==> src/rtl/if_fetch_queue.sv <==
// Instruction-fetch stage: owns the PC, keeps one read outstanding, buffers {pc, inst} in a DEPTH-entry FIFO.
// Optional feature macro: IF_FETCH_BYPASS_EN (empty-FIFO response goes straight to the outputs).
module if_fetch_queue #(
    parameter int              XLEN     = 32,
    parameter logic [XLEN-1:0] RESET_PC = XLEN'(32'h0000_0060),
    parameter int              DEPTH    = 4
) (
    input  logic            clk,
    input  logic            reset,
    input  logic            redirect,
    input  logic [XLEN-1:0] redirect_pc,
    output logic [XLEN-1:0] inst_addr,
    output logic            inst_read,
    input  logic            inst_resp,
    input  logic [XLEN-1:0] inst_rdata,
    output logic            out_valid,
    output logic [XLEN-1:0] out_inst,
    output logic [XLEN-1:0] out_pc,
    input  logic            out_ready
);

    localparam int PW = (DEPTH > 1) ? $clog2(DEPTH) : 1;
    localparam int CW = $clog2(DEPTH + 1);
    localparam logic [CW-1:0] FULL_COUNT = CW'(DEPTH);

    typedef enum logic [1:0] {RUN, WAIT, DRAIN} state_t;

    state_t          state;
    logic [XLEN-1:0] fetch_pc;
    logic [XLEN-1:0] pending_pc;
    logic [XLEN-1:0] fifo_pc   [DEPTH];
    logic [XLEN-1:0] fifo_inst [DEPTH];
    logic [PW-1:0]   head;
    logic [PW-1:0]   tail;
    logic [CW-1:0]   count;

    logic fifo_empty;
    logic fifo_full;
    logic accept;
    logic bypass;
    logic push;
    logic pop;

    assign fifo_empty = (count == '0);
    assign fifo_full  = (count == FULL_COUNT);
    assign accept     = (state == WAIT) && inst_resp && !redirect;

`ifdef IF_FETCH_BYPASS_EN
    assign bypass = accept && fifo_empty && out_ready;
`else
    assign bypass = 1'b0;
`endif

    assign push = accept && !bypass;
    assign pop  = !fifo_empty && out_ready && !redirect;

    // A redirect in RUN suppresses the request so the old PC is never fetched.
    assign inst_addr = fetch_pc;
    assign inst_read = !reset && ((state == RUN) ? (!fifo_full && !redirect) : 1'b1);

    always_comb begin
        out_valid = 1'b0;
        out_inst  = '0;
        out_pc    = '0;
        if (!reset) begin
            if (bypass) begin
                out_valid = 1'b1;
                out_inst  = inst_rdata;
                out_pc    = fetch_pc;
            end else if (!fifo_empty) begin
                out_valid = 1'b1;
                out_inst  = fifo_inst[head];
                out_pc    = fifo_pc[head];
            end
        end
    end

    always_ff @(posedge clk) begin
        if (reset) begin
            state      <= RUN;
            fetch_pc   <= RESET_PC;
            pending_pc <= '0;
        end else begin
            case (state)
                RUN: begin
                    if (redirect) begin
                        fetch_pc <= redirect_pc;
                    end else if (!fifo_full) begin
                        state <= WAIT;
                    end
                end
                WAIT: begin
                    if (redirect) begin
                        if (inst_resp) begin
                            fetch_pc <= redirect_pc;
                            state    <= RUN;
                        end else begin
                            pending_pc <= redirect_pc;
                            state      <= DRAIN;
                        end
                    end else if (inst_resp) begin
                        fetch_pc <= fetch_pc + XLEN'(4);
                        state    <= RUN;
                    end
                end
                DRAIN: begin
                    // The stale response is swallowed; the most recent target wins.
                    if (redirect) begin
                        pending_pc <= redirect_pc;
                    end
                    if (inst_resp) begin
                        fetch_pc <= redirect ? redirect_pc : pending_pc;
                        state    <= RUN;
                    end
                end
                default: state <= RUN;
            endcase
        end
    end

    always_ff @(posedge clk) begin
        if (reset || redirect) begin
            head  <= '0;
            tail  <= '0;
            count <= '0;
        end else begin
            if (push) begin
                tail <= tail + PW'(1);
            end
            if (pop) begin
                head <= head + PW'(1);
            end
            case ({push, pop})
                2'b10:   count <= count + CW'(1);
                2'b01:   count <= count - CW'(1);
                default: count <= count;
            endcase
        end
    end

    always_ff @(posedge clk) begin
        if (!reset && push) begin
            fifo_pc[tail]   <= fetch_pc;
            fifo_inst[tail] <= inst_rdata;
        end
    end

endmodule

==> config.mk <==
export PLATFORM = sky130hd
export DESIGN_NAME = if_fetch_queue
export DESIGN_NICKNAME = d
export VERILOG_FILES = /design/src/rtl/if_fetch_queue.sv
export SDC_FILE = /design/constraint.sdc
export NUM_CORES = 1
export LEC_CHECK = 0
export BUFFER_PORTS_ARGS = -buffer_cell sky130_fd_sc_hd__clkbuf_2
export CAP_MARGIN = 20
export CELL_PAD_IN_SITES_DETAIL_PLACEMENT = 1
export CELL_PAD_IN_SITES_GLOBAL_PLACEMENT = 2
export CORE_MARGIN = 8
export CORE_UTILIZATION = 36
export CTS_CLUSTER_DIAMETER = 120
export DETAILED_ROUTE_END_ITERATION = 16
export PLACE_DENSITY = 0.7
export SYNTH_ARGS = -nofsm -noshare
export SYNTH_HDL_FRONTEND = slang
export SYNTH_SLANG_ARGS = --single-unit
==> constraint.sdc <==
create_clock -name clk -period 3.8 [get_ports clk]
set_clock_uncertainty 0.1 [all_clocks]
set_input_delay 0.19 -clock clk [delete_from_list [all_inputs] [get_ports clk]]
set_output_delay 0.19 -clock clk [all_outputs]
set_load 0.1 [all_outputs]
Word-level counts from Yosys, hierarchy flattened
Memory sizes are Yosys's and may differ from the RTL's. A register that Yosys moved wholly into a read port is not among the register bits.
Index checks and enable logic that the tools add are counted.
Storage, ports and cells
  input bits: 69
  word-level logic and storage cells: 75
  latch bits: 0
  memory bits (writable): 256
  memories: 2
  ROM bits: 0
  flip-flop bits (word level): 73
Memories
  fifo_inst: words 4, width 32, read ports 1, clocked after Yosys merged registers in 1, wr ports 1, line 32  | logic [XLEN-1:0] fifo_inst [DEPTH];
  fifo_pc: words 4, width 32, read ports 1, clocked after Yosys merged registers in 1, wr ports 1, line 31  | logic [XLEN-1:0] fifo_pc [DEPTH];
Cells by class
  multiply operators: 0
  magnitude comparators: 0
  shifts and indexed selects: 0
  equality and inequality tests: 12
  add/sub/neg operators: 5
  divide/modulo/power cells: 0
  reductions and logical operators: 20
  bitwise operators: 0
  muxes and demuxes: 30
Operators with widths (number)
  2-to-1 mux 32 bit: 12
  one-hot mux 32 bit (3 select lines): 1
  one-hot mux 32 bit (2 select lines): 1
  adder 32 x 3 -> 32 bit (second input constant): 1
  2-to-1 mux 2 bit: 9
  != test 2 bit (second input constant): 7
  logical AND 1 bit: 7
  one-hot mux 2 bit (3 select lines): 1
  one-hot mux 3 bit (2 select lines): 1
  2-to-1 mux 1 bit: 5
  adder 2 x 1 -> 2 bit (second input constant): 2
  equality test 2 x 1 -> 1 bit (second input constant): 2
  equality test 2 bit (second input constant): 2
  zero test 1 bit: 4
  AND reduction 4 bit: 1
  nonzero test 2 bit: 2
  adder 3 x 1 -> 3 bit (second input constant): 1
  equality test 3 bit (second input constant): 1
  zero test 3 bit: 1
  AND reduction 3 bit: 1
  nonzero test 3 bit: 1
  subtractor 3 x 1 -> 3 bit (second input constant): 1
  zero test 2 bit: 1
  AND reduction 2 bit: 1
  logical OR 1 bit: 1

Depth between registers and ports, before layout
Gate-level depths: netlist of the first run.
  depth after elaboration: 6
  depth in mapped cells: 11
  gate-level depth less buffers: 10

Worst setup path after synthesis of the first run
No wires, ideal clock.
  path kind: register to register
  from: register state[1]
  to: memory fifo_inst[0][0] (enable)
  slack: 511 ps
  data arrival time: 2760 ps
  clock period less this slack: 3289 ps
  buffers on the path: 1
  cell stages (with the launch flop): 8
  library setup time: 429 ps
  cells stage by stage: dfxtp_1 > inv_1 > ha_1 > and3b_1 > clkbuf_1 > inv_1 > nor2_1 > and2_1
On the way
  longest elaborated chain between the ends: 6
RTL lines
  start, declared: line 28  | state_t state;
  start signal, assigned: line 80  | state <= RUN;
  start signal, assigned: line 89  | state <= WAIT;
  start signal, assigned: line 96  | state <= RUN;
  equality test 2 x 1 -> 1 bit: line 46  | assign accept = (state == WAIT) && inst_resp && !redirect;
  logical AND 1 bit (2 in series): line 46
  logical AND 1 bit: line 142  | if (!reset && push) begin
  2-to-1 mux 1 bit: line 142
  2-to-1 mux 1 bit (implied by the code): line 144  | fifo_inst[tail] <= inst_rdata;
  end, declared: line 32
Every way passes these cells.

Final worst setup path of the first run
  from: register count[2]
  to: output port out_pc[25]
On the way
  longest elaborated chain between the ends: 3
RTL lines
  start, declared: line 35  | logic [CW-1:0] count;
  start signal, assigned: line 134  | 2'b10: count <= count + CW'(1);
  start signal, assigned: line 135  | 2'b01: count <= count - CW'(1);
  start signal, assigned: line 136  | default: count <= count;
  zero test 3 bit: line 44  | assign fifo_empty = (count == '0);
  2-to-1 mux 32 bit: line 70  | end else if (!fifo_empty) begin
  2-to-1 mux 32 bit: line 65  | if (!reset) begin
  end, declared: line 18  | output logic [XLEN-1:0] out_pc,
Every way passes these cells.

==> results of run 1 <==
[registers in the layout (all words and copies together) (netlist names), named ones only]
register / count
state: 2
pending_pc: 32
count: 3
head: 2
inst_addr: 32
fifo_pc: 128
tail: 2
fifo_inst: 128
[cell families (layout without fill, tap and decap cells)]
kind of cell	after synthesis	after routing	synth area share (%)
adder cells (fa/ha/maj)	11	11	1.03
XOR/XNOR	12	12	0.744
buffers and inverters	81	341	2.23
AO/OA/AOI/OAI	180	180	8.56
multiplexers	79	79	11.4
AND/OR/NAND/NOR	298	298	11.0
flip-flops	331	331	65.0
[where the power goes]
part | switching (uW) | internal (uW)
clock | 1440 | 2100
combinational | 557 | 216
sequential | 118 | 3970
total | 2120 | 6280
[final timing paths]
kind | cells after the start | slack [ns] | to | start
max reg2reg | 8 | 1.04 | fifo_inst[0][19] | state[1]
min | 3 | 0.04 | state[1] | inst_resp
min reg2reg | 2 | 0.35 | pending_pc[11] | pending_pc[11]
max | 5 | 0.74 | out_pc[25] | count[2]
[area by class of cell]
cell class | count | area (um2) | area share, %
multi-input combinational | 580 | 4650 | 26.6
clock buffer | 47 | 1010 | 5.75
inverter | 15 | 56.3 | 0.322
clock inverter | 22 | 209 | 1.19
timing repair buffer | 257 | 1740 | 9.92
sequential | 331 | 9200 | 52.5
tap | 518 | 648 | 3.70
[metrics by stage]
| step | area, um2 | setup WS, ns | power (uW) | utilization [%] | std cells |
|---|---|---|---|---|---|
| finish | 17500 | 0.743 | 8400 | 45.2 | 1770 |
| global route | 17500 | 0.587 | 8690 | 45.2 | 1770 |
| CTS | 17500 | 0.714 | 8500 | 45.2 | 1770 |
| detailed placement | 15600 | 1.01 | 4890 | 40.4 | 1637 |
| global placement | 15600 | 1.08 | 4880 | 40.4 | 1637 |
| floorplan | 14100 | 0.511 | 4630 | - | 992 |
[Yosys cell counts, types with 10 or more instances]
cell and number:
ha_1 10, mux2_2 12, a21oi_1 51, and2_1 71, nand2_1 98, nor3_1 10
a22o_1 20, nand4_1 10, o21ai_0 35, dfxtp_1 75, mux4_2 64, inv_1 15
edfxtp_1 256, clkbuf_1 56, a31oi_1 10, nand3_1 15, nor2_1 44
[layout by cell type (no fill, tap or decap), types with 20 or more instances in the layout]
| master | count |
|---|---|
| nor2_1 | 43 |
| a22o_1 | 20 |
| buf_4 | 22 |
| clkbuf_16 | 39 |
| edfxtp_1 | 256 |
| dlygate4sd3_1 | 64 |
| o21ai_0 | 35 |
| clkbuf_2 | 166 |
| mux4_2 | 64 |
| and2_1 | 67 |
| a21oi_1 | 50 |
| nand2_1 | 98 |
| dfxtp_1 | 73 |
[worst reg2reg max path, delay by kind of cell, from the launching register on]
kind / cells / cell delay [ns]
adders and majority gates: 1 / 0.15
and+or+nand+nor: 3 / 1.13
buffers and inverters: 4 / 0.75
DFF: 1 / 0.32
[metal layers]
layer | GRT usage, % | up-vias | wire (um)
met3 | 2.88 | 44 | 1810
met2 | 27.7 | 221 | 18500
met5 | 0 | - | 0
met1 | 23.6 | 4686 | 18600
li1 | - | 4296 | -
met4 | 3.09 | 0 | 483
[what timing repair did]
action / in CTS / in global routing
hold buffers: 64 / 0
endpoints found under the hold margin: 172 / 0
resized for setup: 0 / 0
==> results.json, run 1 <==
{
  "outcome": "completed",
  "cp_top_family": "buffers and inverters",
  "drt_iter0_markers": 522,
  "dp_hpwl_um": 26300,
  "core_um2": 38700,
  "port_buffers": 166,
  "tritoncts": "done",
  "slew_headroom_pct": 33.2,
  "syn_area_um2": 14100,
  "synth_top_area_share_pct": 54.4,
  "ir_drop_v": 0.000269,
  "clk_pin_slew_ns": 0.06,
  "max_freq_ghz": 0.327,
  "synth.distinct_cells": 63,
  "crit_path_max_incr_delay_ns": 0.49,
  "ys.flop_type": "edfxtp_1",
  "area_growth_syn_to_layout_pct": 23.8,
  "place.gp.congestion": 0.782,
  "cts_buffer_depth": 3,
  "synth_area_leader_cell": "edfxtp_1",
  "post_cts_buffers": 0,
  "worst_slew_pin_slew_ns": 1.00,
  "wl_per_cell_um": 22.3,
  "start_util_pct": 36.5,
  "setup-violations-final": 0,
  "drcViolationCount": 0,
  "fin_nets": 1303,
  "antenna_found_initial": 0,
  "drt-vias-per-instance": 5.22,
  "detail-route-antenna-nets": 0,
  "pin_count": 167,
  "crit_chain": "nor3_1 -> nor2_4 -> buf_4 -> and2_1 -> clkbuf_2",
  "fillers": 3973,
  "ys_seq_area_share_pct": 65.0,
  "hold-worst-slack_ns": 0.0354,
  "fin_crit_sh_pct": 80.5,
  "cp_max_fo": 43,
  "cp_slowest_cell": "clkbuf_2",
  "grt_use_total_pct": 16.9,
  "p_per_area_nw_per_um2": 480,
  "rsz0062_at_grt": "no",
  "die_h_um": 214,
  "fin_tns_setup_ns": 0,
  "die_w_um": 214,
  "ctsRootBufferMaster": "clkbuf_16",
  "clkSinkCount": 331,
  "grt_pass1_wl_um": 62100,
  "die_area_um2": 45900,
  "cts_buffers": 38,
  "num_rows": 72,
  "vias": 9247,
  "critPathBufInv": 2,
  "clk_latency_ns": 0.53,
  "synthArstFlopShare_pct": 0,
  "critPathCaptureType": "output pin",
  "cts_htree_levels": 2,
  "grt_max_degree": 77,
  "drive_above_1_share_pct": 27.5,
  "min_period_ns": 3.06,
  "arrival_ns": 2.77,
  "hold_path_class": "input port to flip-flop",
  "max_cap_viol_count": 0,
  "synth_area_leaders": "edfxtp_1 (54%), dfxtp_1 (11%), mux4_2 (10%)",
  "syn-num-nets": 1072,
  "synth_edf_count": 256,
  "num_antenna_cells": 0,
  "yosys_warnings": 0,
  "worstSetupStartpointType": "flip-flop",
  "power.leakage_uw": 0.00608,
  "avgSynthCellArea_um2": 14.2,
  "finalHoldViolCount": 0,
  "ys_ff_latch": 331,
  "slew_violations": 0,
  "worstSetupPathType": "flip-flop to output pin",
  "gr-total-overflow": 0,
  "worst_ep_required_time_ns": 3.51,
  "routed_wl_um": 39400,
  "synthCells": 992,
  "first_pass_iters": 4,
  "grt_pass1_vias": 10048
}
Power figures use the tool's default switching activity.
==> inputs of run 2 (changes only) <==
==> constraint.sdc (replaced) <==
create_clock -name clk -period 2.95 [get_ports clk]
set_clock_uncertainty 0.1 [all_clocks]
set_input_delay 0.1475 -clock clk [delete_from_list [all_inputs] [get_ports clk]]
set_output_delay 0.1475 -clock clk [all_outputs]
set_load 0.1 [all_outputs]
==> results.json, run 2 (synthesized netlist as in run 1, its figures left out) <==
{
  "top_regs": "fifo_inst x128, fifo_pc x128",
  "antenna_found_initial": 0,
  "ctsRootBufferMaster": "clkbuf_16",
  "drt_iter0_markers": 453,
  "slew_violations": 0,
  "power.total_uw": 11000,
  "max_freq_ghz": 0.394,
  "die_h_um": 214,
  "die_area_um2": 45900,
  "slew_headroom_pct": 55.0,
  "seqCellArea_um2": 9200,
  "port_buffers": 166,
  "critPathCaptureType": "output pin",
  "die_w_um": 214,
  "p_per_area_nw_per_um2": 588,
  "stdcell_count": 1788,
  "rr_endpoint": "count[2]",
  "clk_latency_ns": 0.51,
  "fin_tns_setup_ns": 0,
  "detail-route-antenna-nets": 0,
  "vias": 9203,
  "post_cts_buffers": 0,
  "finalHoldViolCount": 0,
  "clk_pin_slew_ns": 0.05,
  "fin_crit_sh_pct": 86.1,
  "max_cap_viol_count": 0,
  "min_period_ns": 2.54,
  "worst_ep_required_time_ns": 2.70,
  "area_growth_syn_to_layout_pct": 32.6,
  "power.leakage_uw": 0.00644,
  "gr-total-overflow": 0,
  "routed_wl_um": 38200,
  "core_um2": 38700,
  "outcome": "completed",
  "final_common_cell": "edfxtp_1",
  "fin_nets": 1321,
  "reg2reg_slack_ns": 0.44,
  "routedLengthMet1_um": 18100,
  "hp-start": "out_ready",
  "worstSetupStartpointType": "flip-flop",
  "num_antenna_cells": 0,
  "cts_buffer_depth": 3,
  "num_rows": 72,
  "grt_pass1_wl_um": 60600,
  "grt_pass1_vias": 9818,
  "rsz0062_at_grt": "no",
  "fin_util_pct": 48.4,
  "drive_above_1_share_pct": 28.2,
  "worstHoldPathCells": 4,
  "met2_length_um": 17900,
  "cp_max_fo": 21,
  "reg2reg_from": "state[1]",
  "cts_htree_levels": 2,
  "wl_met3_um": 1780,
  "cts_buffers": 38,
  "first_pass_iters": 4,
  "fillers": 3807,
  "multiInputGateArea_um2": 4650,
  "drt-vias-per-instance": 5.15,
  "wl_per_cell_um": 21.4,
  "drcViolationCount": 0,
  "final_cell_mix": "edfxtp_1 (256), clkbuf_2 (101), nand2_1 (98)",
  "worstSetupPathType": "flip-flop to output pin",
  "tritoncts": "done",
  "arrival_ns": 2.29,
  "clkSinkCount": 331,
  "setup-violations-final": 0,
  "dp_hpwl_um": 25600,
  "grt_use_total_pct": 16.5,
  "dp.cells": 1653,
  "hold_end": "head[0]",
  "hold_path_class": "input port to flip-flop",
  "start_util_pct": 36.5,
  "top_layer": "met4",
  "pin_count": 167,
  "reg2reg_depth": 10,
  "grt_max_degree": 65,
  "worst_slew_pin_slew_ns": 0.673,
  "place.gp.congestion": 0.793,
  "ir_drop_v": 0.000422
}
## run 2: cell count changes in the layout (fill, tap and decap cells not counted), moves of 2 or more
cell / delta
clkinv_2: -2
dlygate4sd3_1: +2
buf_12: +72
buf_4: +9
bufinv_16: +2
clkbuf_2: -65
clkinv_1: -2
clkbuf_1: +4
clkinv_8: -2
## run 2: power breakdown
| group | internal (uW) | switching, uW | leakage [uW] |
|---|---|---|---|
| Sequential | 5110 | 112 | 0.00293 |
| Clock | 2890 | 1860 | 0.000606 |
| Combinational | 310 | 748 | 0.00291 |
## run 2: how the worst max path moves through the flow
stage / startpoint / endpoint / slack [ns]
global route: inst_addr[6] / inst_addr[28] / 0.20
finish: flip-flop / out_pc[29] / 0.41
floorplan: inst_addr[4] / inst_addr[20] / 0.09
CTS: flip-flop / out_pc[9] / 0.31
global placement: inst_addr[6] / inst_addr[28] / 0.50
detailed placement: inst_addr[6] / inst_addr[28] / 0.45
## run 2: metal layers
| metal | track usage (%) | vias up |
|---|---|---|
| met3 | 2.99 | 35 |
| met1 | 23.2 | 4635 |
| met5 | 0 | - |
| met4 | 3.27 | 0 |
| li1 | - | 4326 |
| met2 | 26.5 | 207 |
## run 2: metrics by stage
stage	setup WS, ns	cell area, um2	hold WS [ns]
final	0.411	18700	0.0546
after global routing	0.203	18700	0.0573
after CTS	0.313	18700	0.0433
after detailed placement	0.446	16800	0.272
after global placement	0.501	16800	0.268
after floorplan	0.0947	14100	0.146
## run 2: layout make-up
cell class              instances  area share [%]
repair buffers                275            15.7
clock inverters                18            1.25
inverters                      15           0.300
well taps                     518            3.46
clock buffers                  51            5.45
flip-flops and latches        331            49.1
multi-input cells             580            24.8
## run 2: critical path: stages (launching register included)
cell and delay (ns):
dfxtp_4 0.56, buf_12 0.26, mux4_2 0.52, and2_1 0.23
buf_12 0.19
## run 2: timing repair
| item | CTS | global route |
|---|---|---|
| endpoints found under the hold margin | 179 | 0 |
| endpoints found under the setup margin | 0 | 0 |
| hold buffers | 66 | 0 |
| gates resized for setup | 0 | 0 |
==> inputs of run 3 (changes only) <==
--- a/config.mk
+++ b/config.mk
@@ -10,7 +10,7 @@
 export CELL_PAD_IN_SITES_DETAIL_PLACEMENT = 1
 export CELL_PAD_IN_SITES_GLOBAL_PLACEMENT = 2
 export CORE_MARGIN = 8
-export CORE_UTILIZATION = 36
+export CORE_UTILIZATION = 35
 export CTS_CLUSTER_DIAMETER = 120
 export DETAILED_ROUTE_END_ITERATION = 16
 export PLACE_DENSITY = 0.7
==> results.json, run 3 (synthesized netlist as in run 1, its figures left out) <==
{
  "clk_latency_ns": 0.54,
  "p_per_area_nw_per_um2": 583,
  "multiInputGateArea_um2": 4650,
  "cp_slowest_cell": "nor2_4",
  "vias": 9267,
  "fin_tns_setup_ns": 0,
  "max_freq_ghz": 0.393,
  "cts_buffers": 38,
  "num_antenna_cells": 0,
  "grt_use_total_pct": 16.7,
  "core_um2": 39800,
  "die_h_um": 217,
  "cp_max_fo": 21,
  "cp_common_cell": "buf_4",
  "clkSinkCount": 331,
  "dp_hpwl_um": 26800,
  "seqCellArea_um2": 9200,
  "clk_pin_slew_ns": 0.05,
  "reg2reg_depth": 7,
  "min_period_ns": 2.54,
  "hp-start": "out_ready",
  "rsz0062_at_grt": "no",
  "die_area_um2": 47100,
  "cp_top_family": "simple AND/OR/NAND/NOR gates",
  "first_pass_iters": 4,
  "pin_count": 167,
  "critPathBufInv": 2,
  "fillers": 4050,
  "detail-route-antenna-nets": 0,
  "wl_per_cell_um": 22.1,
  "reg2reg_slack_ns": 0.44,
  "start_util_pct": 35.5,
  "routed_wl_um": 39700,
  "drcViolationCount": 0,
  "num_rows": 73,
  "cts_buffer_depth": 3,
  "fin_nets": 1326,
  "worst-path-stages": 5,
  "grt_pass1_vias": 9874,
  "ctsRootBufferMaster": "clkbuf_16",
  "top_regs": "fifo_inst x128, fifo_pc x128",
  "slew_headroom_pct": 41.1,
  "worstHoldPathCells": 4,
  "outcome": "completed",
  "hold_path_class": "input port to flip-flop",
  "worstSetupPathType": "flip-flop to output pin",
  "finalHoldViolCount": 0,
  "arrival_ns": 2.29,
  "worst_ep_required_time_ns": 2.70,
  "worstSetupStartpointType": "flip-flop",
  "drt-vias-per-instance": 5.15,
  "grt_pass1_wl_um": 61300,
  "gr-total-overflow": 0,
  "crit_path_max_incr_delay_ns": 0.43,
  "drive_above_1_share_pct": 28.1,
  "power.leakage_uw": 0.00628,
  "area_growth_syn_to_layout_pct": 28.2,
  "final_common_cell": "edfxtp_1",
  "final_cell_mix": "edfxtp_1 (256), clkbuf_2 (116), nand2_1 (98)",
  "antenna_found_initial": 0,
  "hold_end": "head[0]",
  "reg2reg_from": "state[1]",
  "slew_violations": 0,
  "grt_max_degree": 76,
  "crit_chain": "nor3_1 -> nor2_4 -> buf_4 -> and2_1 -> buf_4",
  "critPathCaptureType": "output pin",
  "cts_htree_levels": 2,
  "die_w_um": 217,
  "ctsResizeCount": 0,
  "worst_slew_pin_slew_ns": 0.884,
  "rr_endpoint": "fifo_inst[3][9]",
  "ir_drop_v": 0.000389,
  "place.gp.congestion": 0.760,
  "drt_iter0_markers": 533,
  "tritoncts": "done",
  "fin_util_pct": 45.5,
  "port_buffers": 166,
  "setup-violations-final": 0,
  "max_cap_viol_count": 0,
  "fin_crit_sh_pct": 86.2
}
-- run 3: changes by cell type in the layout (fill, tap and decap cells not counted) --
| cell | delta |
|---|---|
| buf_12 | -40 |
| buf_4 | +30 |
| clkbuf_2 | +15 |
| bufinv_16 | -5 |
| clkinv_1 | +4 |
| clkinv_8 | +2 |
| clkbuf_1 | -1 |
| inv_16 | -1 |
| inv_6 | -1 |
-- run 3: how the worst max path moves through the flow --
stage | start | to | slack [ns]
after global placement | state[1] | count[2] | 0.50
after CTS | count[2] | out_inst[16] | 0.31
final | count[2] | out_inst[16] | 0.41
after detailed placement | state[1] | fifo_inst[3][11] | 0.42
after global routing | state[1] | fifo_inst[3][9] | 0.22
after floorplan | inst_addr[4] | inst_addr[20] | 0.09
-- run 3: per-stage QoR --
stage                     instances  worst slack, ns  instance area (um2)  hold slack, ns  total power (uW)
after floorplan                 992           0.0947                14100           0.146              5960
after global placement         1665            0.500                16300           0.267              6320
after detailed placement       1665            0.422                16300           0.276              6330
after CTS                      1798            0.306                18100         0.00618             10700
after global routing           1798            0.223                18100          0.0547             10900
final                          1798            0.408                18100          0.0390             10600
-- run 3: per-layer routing --
metal,global-route usage (%),vias to the layer above,share of wire (%)
met5,0,-,0
met4,4.60,0,1.8
met3,3.02,48,4.3
met2,26.9,190,47
met1,22.9,4692,47
li1,-,4337,-
-- run 3: worst register-to-register path: cells and delay by family (launching register included) --
| kind | cells | cell delay (ns) |
|---|---|---|
| and+or+nand+nor | 3 | 1.05 |
| buffers and inverters | 3 | 0.55 |
| DFF | 1 | 0.32 |
| adders and majority gates | 1 | 0.17 |
-- run 3: what timing repair did --
action | CTS | global route
hold buffers | 66 | 0
hold endpoints to repair | 184 | 0
setup buffers | 0 | 0
-- run 3: report_power, final --
group | internal, uW | switching [uW]
logic | 311 | 771
clock network | 2430 | 1830
registers | 5110 | 106
total | 7860 | 2710
-- run 3: layout make-up --
cell class / instances / area share, %
inverters: 15 / 0.311
well taps: 525 / 3.63
repair buffers: 280 / 13.5
multi-input cells: 580 / 25.7
flip-flops and latches: 331 / 50.8
clock buffers: 50 / 5.61
clock inverters: 17 / 0.566
